File: config.mk
export PLATFORM = sky130hd
export DESIGN_NAME = peri_dma_arb
export DESIGN_NICKNAME = d
export VERILOG_FILES = /design/src/rtl/peri_dma_arb.sv
export SDC_FILE = /design/constraint.sdc
export NUM_CORES = 1
export LEC_CHECK = 0
export ABC_AREA = 1
export CORE_AREA = 2 2 120 122
export DETAILED_ROUTE_END_ITERATION = 8
export DIE_AREA = 0 0 122 124
export PLACE_DENSITY_LB_ADDON = 0.3
export SYNTH_ARGS = -nofsm -noshare
export SYNTH_HDL_FRONTEND = slang
export SYNTH_SLANG_ARGS = --single-unit
File: constraint.sdc
create_clock -name clk -period 1.6 [get_ports clk]
set_input_delay 0.32 -clock clk [delete_from_list [all_inputs] [get_ports clk]]
set_output_delay 0.32 -clock clk [all_outputs]
set_load 0.1 [all_outputs]
File: src/rtl/peri_dma_arb.sv
`default_nettype none
// ============================================================================
// Module   : peri_dma_arb
// Purpose  : Shares one DMA memory port between NUM_REQ DMA engines, one
//            transaction at a time. Define PERI_DMA_ARB_FIXED_PRIO_EN for
//            fixed priority (lowest index wins) instead of round-robin.
// Revision : 1.0 - initial release
// ============================================================================
module peri_dma_arb #(
  parameter int NUM_REQ    = 2,
  parameter int ADDR_WIDTH = 32,
  parameter int DATA_WIDTH = 32,
  parameter int LEN_WIDTH  = 8
) (
  input  logic                            clk,
  input  logic                            rstn,
  input  logic [NUM_REQ-1:0]              req_valid,
  output logic [NUM_REQ-1:0]              req_ready,
  input  logic [NUM_REQ-1:0]              req_write,
  input  logic [NUM_REQ*ADDR_WIDTH-1:0]   req_addr,
  input  logic [NUM_REQ*LEN_WIDTH-1:0]    req_len,
  input  logic [NUM_REQ*DATA_WIDTH-1:0]   req_wdata,
  input  logic [NUM_REQ-1:0]              req_wvalid,
  output logic [NUM_REQ-1:0]              req_wready,
  output logic [DATA_WIDTH-1:0]           req_rdata,
  output logic [NUM_REQ-1:0]              req_rvalid,
  output logic [NUM_REQ-1:0]              req_rlast,
  output logic [NUM_REQ-1:0]              req_bvalid,
  output logic                            m_cmd_valid,
  input  logic                            m_cmd_ready,
  output logic                            m_cmd_write,
  output logic [ADDR_WIDTH-1:0]           m_cmd_addr,
  output logic [LEN_WIDTH-1:0]            m_cmd_len,
  output logic [DATA_WIDTH-1:0]           m_wdata,
  output logic                            m_wvalid,
  output logic                            m_wlast,
  input  logic                            m_wready,
  input  logic [DATA_WIDTH-1:0]           m_rdata,
  input  logic                            m_rvalid,
  input  logic                            m_rlast,
  input  logic                            m_bvalid,
  output logic [$clog2(NUM_REQ)-1:0]      gnt_id,
  output logic                            busy
);

  localparam int c_ID_W = $clog2(NUM_REQ);

  typedef enum logic [2:0] {
    S_IDLE  = 3'd0,
    S_CMD   = 3'd1,
    S_WDATA = 3'd2,
    S_WRESP = 3'd3,
    S_RDATA = 3'd4
  } state_t;

  state_t                r_state;
  state_t                w_state_nxt;
  logic [c_ID_W-1:0]     r_gnt_id;
  logic [c_ID_W-1:0]     w_pick;
  logic [LEN_WIDTH-1:0]  r_len;
  logic [LEN_WIDTH:0]    r_beat_cnt;
  logic [NUM_REQ-1:0]    w_gnt_oh;
  logic                  w_any_req;
  logic                  w_cmd_hs;
  logic                  w_wbeat;
  logic                  w_wlast_beat;
  logic                  w_done;
  logic [LEN_WIDTH-1:0]  w_sel_len;

  assign w_any_req    = |req_valid;
  assign w_gnt_oh     = {{(NUM_REQ-1){1'b0}}, 1'b1} << r_gnt_id;
  assign w_sel_len    = req_len[r_gnt_id*LEN_WIDTH +: LEN_WIDTH];
  assign w_cmd_hs     = (r_state == S_CMD) && m_cmd_ready;
  assign w_wbeat      = (r_state == S_WDATA) && req_wvalid[r_gnt_id] && m_wready;
  // beat_cnt is one bit wider than len so len=all-ones never wraps
  assign w_wlast_beat = (r_beat_cnt == {1'b0, r_len});
  assign w_done       = ((r_state == S_WRESP) && m_bvalid) ||
                        ((r_state == S_RDATA) && m_rvalid && m_rlast);
  assign gnt_id       = r_gnt_id;
  assign busy         = (r_state != S_IDLE);

`ifdef PERI_DMA_ARB_FIXED_PRIO_EN
  always_comb begin
    w_pick = '0;
    for (int k = NUM_REQ - 1; k >= 0; k--) begin
      if (req_valid[k]) w_pick = c_ID_W'(k);
    end
  end
`else
  logic [c_ID_W-1:0] r_rr_ptr;
  logic [c_ID_W-1:0] w_rr_nxt;
  logic [c_ID_W-1:0] w_cand;
  logic              w_found;
  int                w_idx;

  assign w_rr_nxt = (r_gnt_id == c_ID_W'(NUM_REQ - 1)) ? '0 : r_gnt_id + 1'b1;

  // first requester at or after rr_ptr, wrapping around
  always_comb begin
    w_pick  = r_rr_ptr;
    w_found = 1'b0;
    w_idx   = 0;
    w_cand  = '0;
    for (int k = 0; k < NUM_REQ; k++) begin
      w_idx = int'(r_rr_ptr) + k;
      if (w_idx >= NUM_REQ) w_idx = w_idx - NUM_REQ;
      w_cand = c_ID_W'(w_idx);
      if (!w_found && req_valid[w_cand]) begin
        w_pick  = w_cand;
        w_found = 1'b1;
      end
    end
  end

  always_ff @(posedge clk) begin
    if (!rstn)       r_rr_ptr <= '0;
    else if (w_done) r_rr_ptr <= w_rr_nxt;
  end
`endif

  always_ff @(posedge clk) begin
    if (!rstn) begin
      r_state    <= S_IDLE;
      r_gnt_id   <= '0;
      r_len      <= '0;
      r_beat_cnt <= '0;
    end else begin
      r_state <= w_state_nxt;
      if ((r_state == S_IDLE) && w_any_req) r_gnt_id <= w_pick;
      if (w_cmd_hs) begin
        r_len      <= w_sel_len;
        r_beat_cnt <= '0;
      end else if (w_wbeat) begin
        r_beat_cnt <= r_beat_cnt + 1'b1;
      end
    end
  end

  always_comb begin
    w_state_nxt = r_state;
    req_ready   = '0;
    req_wready  = '0;
    req_rdata   = '0;
    req_rvalid  = '0;
    req_rlast   = '0;
    req_bvalid  = '0;
    m_cmd_valid = 1'b0;
    m_cmd_write = 1'b0;
    m_cmd_addr  = '0;
    m_cmd_len   = '0;
    m_wdata     = '0;
    m_wvalid    = 1'b0;
    m_wlast     = 1'b0;
    case (r_state)
      S_IDLE: begin
        if (w_any_req) w_state_nxt = S_CMD;
      end
      S_CMD: begin
        m_cmd_valid = 1'b1;
        m_cmd_write = req_write[r_gnt_id];
        m_cmd_addr  = req_addr[r_gnt_id*ADDR_WIDTH +: ADDR_WIDTH];
        m_cmd_len   = w_sel_len;
        if (m_cmd_ready) begin
          req_ready   = w_gnt_oh;
          w_state_nxt = req_write[r_gnt_id] ? S_WDATA : S_RDATA;
        end
      end
      S_WDATA: begin
        m_wvalid   = req_wvalid[r_gnt_id];
        m_wdata    = req_wdata[r_gnt_id*DATA_WIDTH +: DATA_WIDTH];
        m_wlast    = w_wlast_beat;
        req_wready = m_wready ? w_gnt_oh : '0;
        if (w_wbeat && w_wlast_beat) w_state_nxt = S_WRESP;
      end
      S_WRESP: begin
        if (m_bvalid) begin
          req_bvalid  = w_gnt_oh;
          w_state_nxt = S_IDLE;
        end
      end
      S_RDATA: begin
        req_rdata  = m_rdata;
        req_rvalid = m_rvalid ? w_gnt_oh : '0;
        req_rlast  = m_rlast ? w_gnt_oh : '0;
        if (m_rvalid && m_rlast) w_state_nxt = S_IDLE;
      end
      default: w_state_nxt = S_IDLE;
    endcase
  end

endmodule
`default_nettype wire

## Yosys cells after proc, flatten, opt, wreduce, memory -nomap -nowiden

Index checks and enable logic that the tools add are counted.

| storage, ports and cells | value |
|---|---|
| flip-flop bits (word level) | 22 |
| bits of input ports | 189 |
| output and inout bits | 120 |
| word-level logic and storage cells | 86 |

| operators by class | value |
|---|---|
| add/subtract/negate cells | 5 |
| magnitude comparators | 5 |
| eq/ne operators | 10 |
| shift-type cells | 4 |
| multiplexer cells | 39 |
| bitwise gates (word level) | 1 |
| reduce and logical (&&, ||, !) cells | 17 |

Operators by type and width:

| operator | count |
|---|---|
| 64-bit by 7-bit variable part select with 32-bit output | 2 |
| 32-bit 2-to-1 mux | 3 |
| 2-bit 2-to-1 mux | 10 |
| 1-bit 2-to-1 mux | 18 |
| 3-bit 2-to-1 mux | 6 |
| 16-bit by 5-bit variable part select with 8-bit output | 1 |
| 3-bit one-hot mux with 5 select lines | 1 |
| 1-bit logical AND | 10 |
| 9-bit by 1-bit adder with 9-bit output (second input constant) | 1 |
| 9-bit by 8-bit equality test with 1-bit output | 1 |
| 8-bit 2-to-1 mux | 1 |
| 3-bit by 2-bit equality test with 1-bit output (second input constant) | 2 |
| 1-bit by 2-bit less-than comparator with 1-bit output (second input constant) | 3 |
| 2-bit inequality test (second input constant) | 3 |
| 5-bit AND reduction | 1 |
| 2-bit by 1-bit inequality test with 1-bit output (second input constant) | 2 |
| 2-bit OR reduction | 2 |
| 3-bit by 1-bit equality test with 1-bit output (second input constant) | 1 |
| 3-bit equality test (second input constant) | 1 |
| 3-bit logical NOT | 1 |
| 3-bit nonzero test | 1 |
| 1-bit by 1-bit adder with 2-bit output (second input constant) | 1 |
| 1-bit by 2-bit >= comparator with 1-bit output (second input constant) | 1 |
| 2-bit >= comparator (second input constant) | 1 |
| 6 further kinds | 7 |

## Longest topological paths before layout

| depth | value |
|---|---|
| depth after elaboration | 8 |
| depth in mapped cells | 12 |
| mapped depth without buffers | 11 |

## Worst setup path before layout

No wires, ideal clock.

| timing path | value |
|---|---|
| path type | reg2out |
| from | register r_gnt_id (netlist: gnt_id) |
| to | output req_rlast[1] |
| data arrival time | 3674 ps |
| required time | 1280 ps |
| path slack | -2394 ps |
| cell stages (with the launch flop) | 6 |
| path buffers | 3 |
| cell sequence | dfxtp_1 -> buf_6 -> inv_1 -> buf_2 -> buf_2 -> nor3_1 |

| between the ends | value |
|---|---|
| word-level cells in the longest chain between the ends | 3 |

RTL lines:

| element | RTL line | source |
|---|---|---|
| start: declaration | 58 | `logic [c_ID_W-1:0] r_gnt_id;` |
| start signal: assignment | 129 | `if ((r_state == S_IDLE) && w_any_req) r_gnt_id <= w_pick;` |
| 1-bit by 1-bit << shifter with 2-bit output | 71 | `assign w_gnt_oh = {{(NUM_REQ-1){1'b0}}, 1'b1} << r_gnt_id;` |
| 2-bit 2-to-1 mux | 184 | `req_rlast = m_rlast ? w_gnt_oh : '0;` |
| 2-bit 2-to-1 mux | 154 | `case (r_state)` |
| end: declaration | 27 | `output logic [NUM_REQ-1:0] req_rlast,` |

No other way between the ends.

## Worst setup path in the final report

| timing path | value |
|---|---|
| from | register r_state[0] |
| to | output m_cmd_len[3] |

| between the ends | value |
|---|---|
| word-level cells in the longest chain between the ends | 2 |

RTL lines:

| element | RTL line | source |
|---|---|---|
| start: declaration | 56 | `state_t r_state;` |
| start signal: assignment | 128 | `r_state <= w_state_nxt;` |
| 3-bit by 1-bit equality test with 1-bit output | 154 |  |
| 8-bit 2-to-1 mux | 154 |  |
| end: declaration | 33 | `output logic [LEN_WIDTH-1:0] m_cmd_len,` |

No other way between the ends.

==> summary.md <==
| Metric | Value |
|---|---|
| Post-Synthesis Cells | 492 |
| ANT cells | 0 |
| Vias in the first global route | 4354 |
| Worst rel slew slack | 0.771 |
| Pin count of the biggest net entering global routing | 34 |
| Worst-path clk slew | 0.06 ns |
| Worst Setup End Kind | output pin |
| First-pass iteration count of the detailed router | 4 |
| Routed via count | 4648 |
| Max-Cap Viols | 0 |
| CTS tree | yes |
| Starting Density | 0.188 |
| Fmax | 0.538 GHz |
| Root buffer cell | clkbuf_16 |
| Initial antenna violation count | 0 |
| Post-route cell area | 9490 um^2 |
| Fin crit share | 1.16 |
| Post-synth top area cell | nand2_1 |
| Final Skew | 0.00592 ns |
| Synthesis Warnings | 0 |
| Share of the synthesized area in the top cell type | 0.254 |
| Syn avg cell area | 5.25 um^2 |
| Overall routing resource usage | 0.210 |
| Critical Path AT | 1.54 ns |
| Final antenna-violating net count | 0 |
| Area of the multi-input gates | 3130 um^2 |
| Die Y | 124 um |
| Synth Register Bits | 22 |
| RSZ-0062 raised after global routing | yes |
| GRT Residual Overflow | 0 |
| Post-DP Area | 8360 um^2 |
| Mapped Nets | 682 |
| Cell area after synthesis | 2580 um^2 |
| Via/cell ratio | 4.52 |
| Final wirelength | 18.7 mm |
| Final Critical Period | 1.86 ns |
| Num rows | 43 |
| Failing checks | setup timing |
| CORE AREA | 13700 um^2 |
| Initial drt markers | 227 |
| Sequential Area | 460 um^2 |
| Power Density | 1490 nW/um^2 |
| Ratio of cells with drive above 1 in the final layout | 0.471 |
| Asr flop ratio synth | 0 |
| Post-route DRC | 0 |
| EDFF count, synth | 0 |
| Largest cells by area after synthesis | nand2_1 25%, dfxtp_1 17%, a21oi_1 17% |
| RePlAce Congestion | 0.882 |
| H-tree depth | 1 |
| Boundary Pins | 309 |
| Clock Latency Late Sink | 0.26 ns |
| Final Hold Viols | 0 |
| Cts bufs inserted | 3 |
| Crit start category | flop |
| Min-delay worst type | reg2reg |
| Ys flop type | dfxtp_1 |
| First-pass GRT wire length | 24.5 mm |
| HPWL Detailed | 14.0 mm |
| Clock buffer depth | 2 |
| Crit path max fanout | 27 |
| Die footprint | 15100 um^2 |
| Final nets | 1040 |
| Area grow syn2layout | 268% |
| Placed insts | 994 |
| Outcome | finished with violations |
| Least-Margin Pin Slew | 0.344 ns |
| Setup slack after layout | -0.257 ns |
| IO buf count | 308 |
| Distinct cells, synth | 34 |
| Final Max Slew Viols | 0 |
| WL/cell | 18.2 um |
| Die width | 122 um |
| Layout Cells excl Fill | 1029 |
| Leak | 3.68 nW |
| Critical path class | reg2out |
| CTS hold repair buffers | 0 |
| Endpoints failing setup | 122 |
| Filler instances | 1013 |
| CTS Sinks | 22 |
| Sequential area share after synthesis | 0.171 |
| Required time worst endpoint | 1.28 ns |
| Peak VDD IR | 1.16 mV |
state kept, by name, indices dropped and copies added, names as in the netlist:
| register | flops |
|---|---|
| r_beat_cnt | 9 |
| r_len | 8 |
| r_state | 3 |
| gnt_id | 1 |
| r_rr_ptr | 1 |
repair_timing:
action                                  in CTS  in global routing
endpoints found under the hold margin        0                  0
gates resized for setup                     65                 97
buffers inserted                            11                 13
endpoints found under the setup margin     119                129
gates cloned                                 1                 10
pin swaps                                    7                 36
stage by stage:
stage / setup slack [ns] / hold WS (ns) / power (mW) / utilization / setup TNS, ns
floorplan: -1.37 / 0.458 / 7.90 / - / -62.78
global placement: -0.0716 / 0.482 / 12.0 / 0.609 / -0.784
detailed placement: -0.0874 / 0.483 / 12.1 / 0.609 / -1.44
CTS: -0.258 / 0.462 / 13.3 / 0.645 / -25.00
global route: -0.309 / 0.487 / 14.6 / 0.691 / -30.11
finish: -0.257 / 0.473 / 14.1 / 0.691 / -23.78
report_power, final:
part / internal (mW) / total, mW / switching, mW / leakage, nW
Combinational: 4.76 / 12.8 / 8.01 / 3.45
Sequential: 0.635 / 0.731 / 0.0954 / 0.184
Clock: 0.434 / 0.646 / 0.212 / 0.0493
Total: 5.82 / 14.1 / 8.31 / 3.68
cell usage after synthesis, types with 3 or more instances:
master,number
inv_1,52
dfxtp_1,22
buf_2,18
xor2_1,3
nor3_1,5
nand2_4,3
o21ai_1,5
o21ai_0,13
nor2_8,3
nor2_1,55
nand2_1,175
inv_2,5
nand3_1,14
a21oi_1,86
clkbuf_1,9
routing by layer:
layer	up-vias	wire, um	part of all wire	track usage
li1	2269	-	-	-
met1	2166	6820	0.36	0.239
met2	179	10200	0.55	0.397
met3	34	1190	0.063	0.0366
met4	0	503	0.027	0.0625
met5	-	0	0	0
final cells by class:
class | instances | area share
well taps | 180 | 0.0237
flip-flops and latches | 22 | 0.0485
repair inverters | 1 | 0.000659
clock buffers | 4 | 0.0106
multi-input cells | 378 | 0.329
repair buffers | 383 | 0.557
inverters | 61 | 0.0305
cell families after synthesis:
family / after synthesis / synth area share
buffers and inverters: 92 / 0.151
AO/OA/AOI/OAI: 110 / 0.223
multiplexers: 1 / 0.00388
flip-flops: 22 / 0.171
AND/OR/NAND/NOR: 263 / 0.436
adder cells (fa/ha/maj): 1 / 0.00485
XOR/XNOR: 3 / 0.0102
placed cells by master, fill, tap and decap left out, types with 2 or more instances in the layout:
master / Yosys / routed
inv_8: 0 / 2
nand2_8: 0 / 2
buf_12: 0 / 136
inv_1: 52 / 43
clkbuf_16: 0 / 12
nand3_1: 14 / 10
nor2_1: 55 / 7
dfxtp_4: 0 / 3
o21ai_1: 5 / 8
nand2_2: 0 / 14
buf_6: 2 / 14
xor2_1: 3 / 3
dfxtp_1: 22 / 12
nor2_2: 1 / 4
buf_16: 0 / 2
inv_2: 5 / 8
a32o_1: 2 / 2
nor2_4: 1 / 46
nor2_8: 3 / 3
o21ai_2: 1 / 3
a21oi_1: 86 / 8
nand2_4: 3 / 6
a21oi_4: 0 / 72
nand3_2: 0 / 4
a21oi_2: 0 / 6
dfxtp_2: 0 / 7
nor3_2: 2 / 2
o21ai_0: 13 / 7
clkdlybuf4s50_1: 0 / 188
inv_4: 2 / 5
nand2_1: 175 / 156
buf_4: 0 / 35
nor3_4: 0 / 4
worst max-delay path: stages (launching register included):
cell and delay (ns):
dfxtp_4 0.38, buf_4 0.13, nand3_4 0.12, buf_12 0.23
a21oi_4 0.20, buf_12 0.20
final timing paths:
kind | endpoint | slack, ns | cells after the start | startpoint
worst max register to register | r_state[0] | -0.09 | 11 | r_state[0]
worst min register to register | r_beat_cnt[5] | 0.47 | 1 | r_beat_cnt[5]
worst max-delay path | m_cmd_len[3] | -0.26 | 5 | r_state[0]
worst min-delay path | r_beat_cnt[5] | 0.47 | 1 | r_beat_cnt[5]
(Power assumes the default switching activity.)
